**config.mk**
```make
export PLATFORM = sky130hd
export DESIGN_NAME = mult_seq_ctrl
export DESIGN_NICKNAME = d
export VERILOG_FILES = /design/src/rtl/mult_seq_ctrl.sv
export SDC_FILE = /design/constraint.sdc
export NUM_CORES = 1
export LEC_CHECK = 0
export CORE_AREA = 3 3 40 42
export DETAILED_ROUTE_END_ITERATION = 7
export DIE_AREA = 0 0 43 45
export HOLD_SLACK_MARGIN = 0.08
export PLACE_DENSITY = 0.7
export SYNTH_ARGS = -nofsm -noshare
export SYNTH_HDL_FRONTEND = slang
export SYNTH_SLANG_ARGS = --single-unit
```
**constraint.sdc**
```tcl
create_clock -name clk -period 1.8 [get_ports clk]
set_clock_uncertainty 0.1 [all_clocks]
set_input_delay 0.45 -clock clk [delete_from_list [all_inputs] [get_ports clk]]
set_output_delay 0.45 -clock clk [all_outputs]
set_load 0.005 [all_outputs]
```
**src/rtl/mult_seq_ctrl.sv**
```systemverilog
// mult_seq_ctrl: sequencing FSM for an 8-bit shift-add multiplier datapath sharing one data bus
module mult_seq_ctrl #(
  parameter int N_BITS = 8
) (
  input  logic clk,
  input  logic rst_n,
  input  logic start,
  input  logic res_ack,
  input  logic AO,
  output logic busy,
  output logic host_drive,
  output logic res_lo_vld,
  output logic res_hi_vld,
  output logic load_A,
  output logic load_B,
  output logic clr_P,
  output logic load_P,
  output logic sel_sum,
  output logic shift_A,
  output logic lsb_out,
  output logic msb_out
);
  localparam int CW = $clog2(N_BITS);
  localparam logic [CW-1:0] CNT_MAX = CW'(N_BITS - 1);
  typedef enum logic [2:0] {IDLE, LOAD_A, LOAD_B, ITER, OUT_LO, OUT_HI} state_t;
  state_t state, state_nx;
  logic [CW-1:0] cnt;
  always_ff @(posedge clk or negedge rst_n) begin
    if (!rst_n) begin
      state <= IDLE;
      cnt   <= '0;
    end else begin
      state <= state_nx;
      cnt   <= state == LOAD_B ? CNT_MAX : (state == ITER && cnt != '0) ? cnt - CW'(1) : cnt;
    end
  end
  always_comb begin
    state_nx = state;
    case (state)
      IDLE:    state_nx = start ? LOAD_A : IDLE;
      LOAD_A:  state_nx = LOAD_B;
      LOAD_B:  state_nx = ITER;
      ITER:    state_nx = cnt == '0 ? OUT_LO : ITER;
      OUT_LO:  state_nx = res_ack ? OUT_HI : OUT_LO;
      OUT_HI:  state_nx = res_ack ? IDLE : OUT_HI;
      default: state_nx = IDLE;
    endcase
  end
  assign busy       = state != IDLE;
  assign host_drive = state == LOAD_A || state == LOAD_B;
  assign load_A     = state == LOAD_A;
  assign load_B     = state == LOAD_B;
  assign clr_P      = state == LOAD_B;
  assign load_P     = state == LOAD_B || state == ITER;
  assign shift_A    = state == ITER;
  assign sel_sum    = state == ITER && AO;
  assign lsb_out    = state == OUT_LO;
  assign res_lo_vld = state == OUT_LO;
  assign msb_out    = state == OUT_HI;
  assign res_hi_vld = state == OUT_HI;
endmodule

```
* After elaboration in Yosys (flattened, before gate mapping)
Index checks and enable logic that the tools add are counted.
Operators by class: add/sub/neg operators 1, $mul 0, divide/modulo/power cells 0, order comparisons 0, equal/unequal tests 5, shift-type cells 0, mux-type cells 7, bitwise logic cells 0, reductions and logical operators 9
Operators with widths (count):
- case mux 3 bit (6 select lines) | 1
- two-way mux 3 bit | 4
- == test 3 x 2 -> 1 bit (second input constant) | 2
- == test 3 bit (second input constant) | 2
- logical NOT 3 bit | 2
- nonzero test 3 bit | 2
- == test 3 x 1 -> 1 bit (second input constant) | 1
- subtractor 3 x 1 -> 3 bit (second input constant) | 1
- logical AND 1 bit | 2
- logical OR 1 bit | 2
- two-way mux 1 bit | 2
- nonzero test 2 bit | 1
Word-level totals: register bits after elaboration 6, bits in latches 0, bits in writable memories 0, bits in read-only memories 0, bits of input ports 5, output and inout bits 12, logic and storage cells 24, memories kept 0

* Depth between registers and ports, before layout
Gate-level depths: netlist (run 1).
depth after elaboration 4, mapped depth 5, mapped depth without buffers 5

* Worst setup path before layout (run 1)
OpenSTA, ideal clock, no wires.
path kind register to output, from reg state[1], to out res_lo_vld, arrival time 955 ps, required time 1250 ps, path slack 295 ps, cell stages (with the launch flop) 4, buffers on the path 1, cells stage by stage dfrtp_1 -> nor2b_1 -> nor2b_1 -> buf_4
On the way: word-level cells in the longest chain between the ends 1
Ends and longest elaborated chain:
- from (decl) | RTL line 26 | state_t state, state_nx;
- from (signal assigned) | RTL line 33 | state <= state_nx;
- == test 3 bit
- to (decl) | RTL line 12 | output logic res_lo_vld,
Every way passes these cells.

* Worst setup path in the final report (run 1)
from reg state[1], to out busy
On the way: word-level cells in the longest chain between the ends 1
Ends and longest elaborated chain:
- nonzero test 3 bit | RTL line 49 | assign busy = state != IDLE;
- to (decl) | RTL line 10 | output logic busy,
Every way passes these cells.

==> results of run 1 <==
[where the power goes]
part / internal, W / switching, W / leakage (nW)
clock: 0.0000750 / 0.0000426 / 0.0138
sequential: 0.000191 / 0.0000468 / 0.0642
combinational: 0.000323 / 0.000242 / 0.238
[metrics by stage]
stage | util | setup TNS (ns)
floorplan | - | 0
global placement | 0.4625 | -0.5133
detailed placement | 0.4625 | -0.5256
CTS | 0.5180 | -0.3757
global route | 0.5131 | -0.1267
finish | 0.5131 | -0.005342
[synthesized netlist by cell type]
library cell | instances | area (um2)
nand2b_4 | 1 | 13.76
a22oi_2 | 1 | 12.51
xnor2_1 | 1 | 8.760
nand2_1 | 5 | 18.77
buf_4 | 3 | 22.52
and3_4 | 1 | 11.26
a21oi_2 | 1 | 8.760
a21oi_1 | 1 | 5.000
o21ai_0 | 1 | 5.000
o21ai_1 | 1 | 5.000
nor3b_1 | 1 | 7.510
or3_1 | 1 | 6.260
and3_1 | 1 | 6.260
a22oi_1 | 1 | 7.510
a22o_1 | 1 | 8.760
inv_1 | 2 | 7.510
ha_1 | 2 | 25.02
buf_2 | 1 | 5.000
nor2_1 | 3 | 11.26
dfrtp_1 | 6 | 150.1
nand2b_1 | 3 | 18.77
nor2b_1 | 2 | 12.51
nand3b_1 | 1 | 7.510
xor2_1 | 1 | 8.760
inv_4 | 1 | 6.260
and2_1 | 2 | 12.51
[placed cells by master (no fill, tap or decap), types with 2 or more instances in the layout]
| master | count |
|---|---|
| buf_2 | 5 |
| buf_4 | 6 |
| buf_6 | 4 |
| clkbuf_2 | 3 |
| clkbuf_4 | 3 |
| clkdlybuf4s50_1 | 4 |
| dfrtp_1 | 4 |
| dfrtp_2 | 2 |
| dlygate4sd2_1 | 4 |
| ha_1 | 2 |
| inv_1 | 2 |
| nand2_1 | 5 |
| nand2b_1 | 3 |
| nor2_1 | 2 |
| nor2b_4 | 2 |
[critical path: cells and delay by family, from the launching register on]
family                 cells  cell delay [ns]
DFF                        1             0.43
and+or+nand+nor            1             0.32
buffers and inverters      2             0.26
[layer usage]
| layer | routed length [um] | part of all wire | vias up | global-route usage |
|---|---|---|---|---|
| met3 | 55 | 0.063 | 2 | 0.01195 |
| met1 | 409 | 0.47 | 174 | 0.1152 |
| li1 | - | - | 196 | - |
| met2 | 394 | 0.45 | 11 | 0.1587 |
| met4 | 9 | 0.010 | 0 | 0.1084 |
| met5 | 0 | 0 | - | 0 |
[registers in the layout (all words and copies together) (netlist names)]
| register | count |
|---|---|
| cnt | 3 |
| state | 3 |
[final timing paths]
kind | slack, ns | endpoint
worst max-delay path | -0.005 | busy
worst min-delay path | 0.35 | cnt[2]
worst max register to register | 0.52 | cnt[1]
worst min register to register | 0.36 | cnt[0]
max in group asynchronous | 1.02 | state[2]
min in group clk | 0.36 | cnt[0]
[layout make-up]
| cell class | count | area share |
|---|---|---|
| Inverter | 3 | 0.02087 |
| Timing Repair Buffer | 26 | 0.3112 |
| Sequential cell | 6 | 0.2315 |
| Tap cell | 15 | 0.02846 |
| Clock buffer | 3 | 0.03416 |
| Multi-Input combinational cell | 32 | 0.3738 |
[cells by family after synthesis]
kind of cell             after synthesis  share of synthesized area
XOR/XNOR                               2                    0.04243
buffers and inverters                  7                     0.1000
AO/OA/AOI/OAI                          7                     0.1272
flip-flops                             6                     0.3636
adder cells (fa/ha/maj)                2                    0.06060
AND/OR/NAND/NOR                       21                     0.3061
[repair_timing]
item | 4_1_cts | 5_1_grt
endpoints found under the setup margin | 12 | 7
gates resized for setup | 32 | 14
gates cloned | 0 | 0
pin swaps | 1 | 2
buffers inserted | 5 | 2
==> key figures, run 1 <==
Power
  • Pleak: 0.3159 nW
  • Cell area power density: 1395 mW/mm2
  • Maximum VDD drop: 0.6758 mV
  • Design Power: 0.0009199 W

Routing
  • Drt first pass iters: 1
  • Initial drt markers: 0
  • Routed vias/inst: 4.506
  • Routed Antenna Nets: 0
  • WL/cell: 10.21 um
  • Remaining DRCs: 0
  • Vias: 383
  • Routed Wire Length: 868 um

Critical path
  • CP Class: reg2out
  • Critical path required time: 1.25 ns
  • Worst r2r src: state[0]
  • Endpoint class of the critical path: primary output
  • Cell chain of the critical path: buf_6 -> or3_1 -> buf_2
  • CP max stage cell: dfrtp_2
  • Crit. Startpoint: state[1]
  • Critical path launch point type: flop
  • CP Data Arrival Time: 1.26 ns
  • CP max stage delay: 0.43 ns
  • Max FO, Critical Path: 4
  • Worst-case reg-to-reg path depth: 5

Hold path
  • Hold Path Class: in2async

Die
  • Num ports: 17
  • Die Y: 45 um
  • Initial Utilization: 0.3213
  • Die area: 0.001935 mm2
  • DIE WIDTH: 43 um
  • Rows: 13
  • Core Region: 0.001285 mm2

Global routing
  • Grt ovf: 0
  • Global-route wire length before repair: 1386 um
  • Largest net degree at the start of global routing: 9
  • Number of global-route vias before repair: 343
  • Initial antenna violation count: 0
  • Total GRT Usage: 0.1013

Logic synthesis
  • Post-Syn Area: 412.9 um2
  • Register area share after synthesis: 0.3636
  • Yosys warning count: 0
  • Yosys cell types: 26
  • Cells after Synth: 45
  • Syn avg cell area: 9.175 um2
  • Mapped Nets: 52
  • Yosys reg bits: 6

STA
  • Final min period: 1.805 ns
  • Max Freq: 553.9 MHz
  • Slew HR: 0.8236
  • Final Hold Vio Count: 0
  • RSZ-0062 raised after global routing: yes
  • Worst Hold Margin: 0.3496 ns
  • Slew Viols, Final: 0
  • Fin worst setup slack: -0.005342 ns
  • Worst-Margin Slew: 0.2638 ns
  • Tcrit/Tclk final: 1.003
  • Final setup fails: 1

Clocking
  • CTS sink cnt: 6
  • H-tree lvl count: 1
  • Cts bufs inserted: 3
  • Clock Tree Root: clkbuf_4
  • Worst skew pair latency: 0.24 ns
  • Reg clk slew, reported paths: 0.04 ns
  • CTS tree: built
  • Hold Buf Count CTS: 0
  • CTS max path bufs: 2

Place
  • DPL Wire Length: 637.8 um
  • Placed Instances: 76
  • Final GP Congestion: 0.7565
  • IO Port Bufs: 16
  • Area post-placement: 594.3 um2
  • Pre-CTS setup slack: -0.2817 ns

Outcome
  • Status: finished with violations
  • Failing checks: negative setup slack

Cells and area
  • Area Overhead vs Synth: 59.70%
  • FF/Latch Area: 152.6 um2
  • Final Instance Count excl. Fillers: 85
  • Design area: 659.4 um2
  • Final #Nets: 79
  • Fillers: 133
  • Ant diodes: 0
  • Footprint of the multi-input gates: 246.5 um2
  • Fraction of layout cells with a size suffix above 1: 0.4714

Job
  • Max_cap viols: 0
(Power assumes the default switching activity.)
==> run 2, diff against run 1 <==
Settings changed: ABC_AREA set to 1, SKIP_CTS_REPAIR_TIMING set to 1, SLEW_MARGIN set to 10.
==> run 2 against run 1 <==
The run still ends with negative setup slack left. Highest routed layer unchanged. Clock-buffer cell count stayed put. Sequential share of layout area fell by 0.22 points. Synthesized area down 0.30%. Combinational power rose by 39%. Largest cell class is now non-clock buffers. Global-route usage rose by 1.0 points. Synthesized cell count up 38%. Via count increased by 12%. Worst setup slack worse by 0.20 ns.
==> key figures, run 2 <==
Outcome
  • Status: finished with violations (unchanged)
  • Failing checks: negative setup slack (unchanged)

Global routing
  • Largest net degree at the start of global routing: 7 (was 9)
  • Initial antenna violation count: 0 (unchanged)
  • Total GRT Usage: 0.1115 (was 0.1013)
  • Grt ovf: 0 (unchanged)
  • Number of global-route vias before repair: 402 (was 343)
  • Global-route wire length before repair: 1614 um (was 1386 um)

STA
  • Final Hold Vio Count: 0 (unchanged)
  • Slew HR: 0.8162 (was 0.8236)
  • Tcrit/Tclk final: 1.116 (was 1.003)
  • Worst Hold Margin: 0.3447 ns (was 0.3496 ns)
  • Final min period: 2.009 ns (was 1.805 ns)
  • RSZ-0062 raised after global routing: yes (unchanged)
  • Worst-Margin Slew: 0.2748 ns (was 0.2638 ns)
  • Slew Viols, Final: 0 (unchanged)
  • Setup tns final: -0.9717 ns (was -0.005342 ns)
  • Max Freq: 497.7 MHz (was 553.9 MHz)
  • Final setup fails: 5 (was 1)
  • Fin worst setup slack: -0.2092 ns (was -0.005342 ns)

Place
  • IO Port Bufs: 16 (unchanged)
  • Area post-placement: 598.1 um2 (was 594.3 um2)
  • DPL Wire Length: 731.1 um (was 637.8 um)
  • Placed Instances: 94 (was 76)
  • Final GP Congestion: 0.8159 (was 0.7565)

Cells and area
  • Fraction of layout cells with a size suffix above 1: 0.2410 (was 0.4714)
  • Final #Nets: 92 (was 79)
  • Footprint of the multi-input gates: 195.2 um2 (was 246.5 um2)
  • Area Overhead vs Synth: 61.70% (was 59.70%)
  • FF/Latch Area: 152.6 um2 (unchanged)
  • Commonest non-fill, non-tap cells in the layout: 21 x nand2_1, 12 x inv_1, 9 x clkdlybuf4s50_1, 7 x dlymetal6s2s_1 (was 6 x buf_4, 5 x nand2_1, 5 x buf_2)
  • Design area: 665.6 um2 (was 659.4 um2)
  • Fillers: 133 (unchanged)
  • Ant diodes: 0 (unchanged)
  • Final Instance Count excl. Fillers: 98 (was 85)
  • Fin util: 0.5180 (was 0.5131)
  • Commonest non-fill, non-tap cell in the layout: nand2_1 (was buf_4)
  • Largest registers: cnt (3), state (3) (unchanged)

Logic synthesis
  • Ranking of synthesized cells by area: dfrtp_1 36%, nand2_1 19%, inv_1 12% (was dfrtp_1 36%, ha_1 6.1%, buf_4 5.5%)
  • Yosys cell types: 14 (was 26)
  • Post-synth EDFFs: 0 (unchanged)
  • Syn avg cell area: 6.639 um2 (was 9.175 um2)
  • Post-Syn Area: 411.6 um2 (was 412.9 um2)
  • Post-Synth Adder-Cell Area: 0.06079 (was 0.06061)
  • Register area share after synthesis: 0.3647 (was 0.3636)
  • Simple logic cell fraction of the synthesized area: 0.3526 (was 0.3061)
  • Most frequent cell after synthesis: nand2_1 (was dfrtp_1)
  • Largest family of logic cells by synthesized area: simple AND/OR/NAND/NOR gates (unchanged)
  • Mapped Nets: 69 (was 52)
  • Complex-gate fraction of the synthesized area: 0.01824 (was 0.1273)
  • Main flop type after synthesis: dfrtp_1 (unchanged)
  • Yosys warning count: 0 (unchanged)
  • Synth top area share: 0.3647 (was 0.3636)
  • Post-synth ARST share: 1.000 (unchanged)
  • Post-Synth XOR/XNOR Area: 0 (was 0.04242)
  • Mux cell area share after synthesis: 0 (unchanged)
  • Cells after Synth: 62 (was 45)
  • Top cells by count, synth: 21 x nand2_1, 13 x inv_1, 7 x nand3_1, 6 x dfrtp_1, 3 x buf_4 (was 6 x dfrtp_1, 5 x nand2_1, 3 x buf_4, 3 x nand2b_1, 3 x nor2_1)
  • Yosys reg bits: 6 (unchanged)
  • Synth area leader: dfrtp_1 (unchanged)

Clocking
  • Worst skew pair latency: 0.25 ns (was 0.24 ns)
  • H-tree lvl count: 1 (unchanged)
  • CTS sink cnt: 6 (unchanged)
  • Clock Tree Root: clkbuf_4 (unchanged)
  • Reg clk slew, reported paths: 0.05 ns (was 0.04 ns)
  • CTS tree: built (unchanged)
  • Cts bufs inserted: 3 (unchanged)
  • CTS max path bufs: 2 (unchanged)

Die
  • Core Region: 0.001285 mm2 (unchanged)
  • Num ports: 17 (unchanged)
  • DIE WIDTH: 43 um (unchanged)
  • Rows: 13 (unchanged)
  • Initial Utilization: 0.3204 (was 0.3213)
  • Die Y: 45 um (unchanged)
  • Die area: 0.001935 mm2 (unchanged)

Critical path
  • CP Class: reg2out (unchanged)
  • CP max stage cell: clkdlybuf4s50_1 (was dfrtp_2)
  • R2R Path End: cnt[0] (was cnt[1])
  • CP Data Arrival Time: 1.46 ns (was 1.26 ns)
  • Critical path launch point type: flop (unchanged)
  • R2R Setup Slk: 0.53 ns (was 0.52 ns)
  • Cell chain of the critical path: inv_2 -> nand3_2 -> inv_1 -> clkdlybuf4s50_1 (was buf_6 -> or3_1 -> buf_2)
  • Worst r2r src: cnt[0] (was state[0])
  • Endpoint class of the critical path: primary output (unchanged)
  • Worst-case reg-to-reg path depth: 7 (was 5)
  • Max FO, Critical Path: 6 (was 4)
  • Critical path required time: 1.25 ns (about the same)
  • CP max stage delay: 0.49 ns (was 0.43 ns)

Routing
  • Routed vias/inst: 4.388 (was 4.506)
  • Drt first pass iters: 4 (was 1)
  • Initial drt markers: 6 (was 0)
  • Remaining DRCs: 0 (unchanged)
  • Routed Antenna Nets: 0 (unchanged)
  • Routed Wire Length: 952 um (was 868 um)
  • WL/cell: 9.714 um (was 10.21 um)
  • Vias: 430 (was 383)

Power
  • Cell area power density: 1795 mW/mm2 (was 1395 mW/mm2)
  • Maximum VDD drop: 0.8620 mV (was 0.6758 mV)
  • Pleak: 0.4522 nW (was 0.3159 nW)

Hold path
  • Hold Path Class: in2async (unchanged)

Job
  • Max_cap viols: 0 (unchanged)
-- run 2: cell count changes after synthesis, moves of 2 or more --
cell,previous run,this run
nand2b_1,3,0
nor2b_1,2,0
nand2_1,5,21
nand3_1,0,7
inv_2,0,2
and2_1,2,0
inv_1,2,13
-- run 2: worst max-delay path, delay by kind of cell, from the launching register on --
kind                   cells  cell delay (ns)
buffers and inverters      3             0.69
AND/OR/NAND/NOR            1             0.13
flip-flops                 1             0.38
-- run 2: cells by family (layout without fill, tap and decap cells) --
kind of cell	after synthesis	count (layout)
AO/OA/AOI/OAI	1	1
adder cells (fa/ha/maj)	2	2
buffers and inverters	19	40
flip-flops	6	6
AND/OR/NAND/NOR	34	34
-- run 2: per-stage QoR --
stage / total power (W) / setup slack, ns
2_1_floorplan: 0.0006798 / 0.3857
5_1_grt: 0.001327 / -0.2851
6_report: 0.001195 / -0.2092
4_1_cts: 0.001177 / -0.2965
3_3_place_gp: 0.001022 / -0.2766
3_5_place_dp: 0.001037 / -0.3001
-- run 2: per-layer routing --
metal  routed length (um)  GRT usage  share of wire
met4                   15    0.07229          0.016
met5                    0          0              0
met2                  478     0.1707           0.50
met1                  422     0.1499           0.44
met3                   36    0.01195          0.038
-- run 2: worst max path at each step --
| stage | to | depth (start not counted) | start |
|---|---|---|---|
| after global routing | host_drive | 4 | state[2] |
| after CTS | sel_sum | 4 | AO |
| after global placement | sel_sum | 4 | AO |
| after floorplan | res_hi_vld | 3 | state[0] |
| final | load_B | 4 | state[2] |
| after detailed placement | sel_sum | 4 | AO |
-- run 2: power by group --
part	switching, W	internal (W)
registers	0.0000701	0.000212
clock network	0.0000516	0.0000756
logic	0.000388	0.000398
-- run 2: layout make-up --
type                    instances  share of cell area
clock buffers                   3             0.03383
repair buffers                 21              0.3233
flip-flops and latches          6              0.2293
inverters                      16             0.09211
well taps                      15             0.02820
multi-input cells              37              0.2932
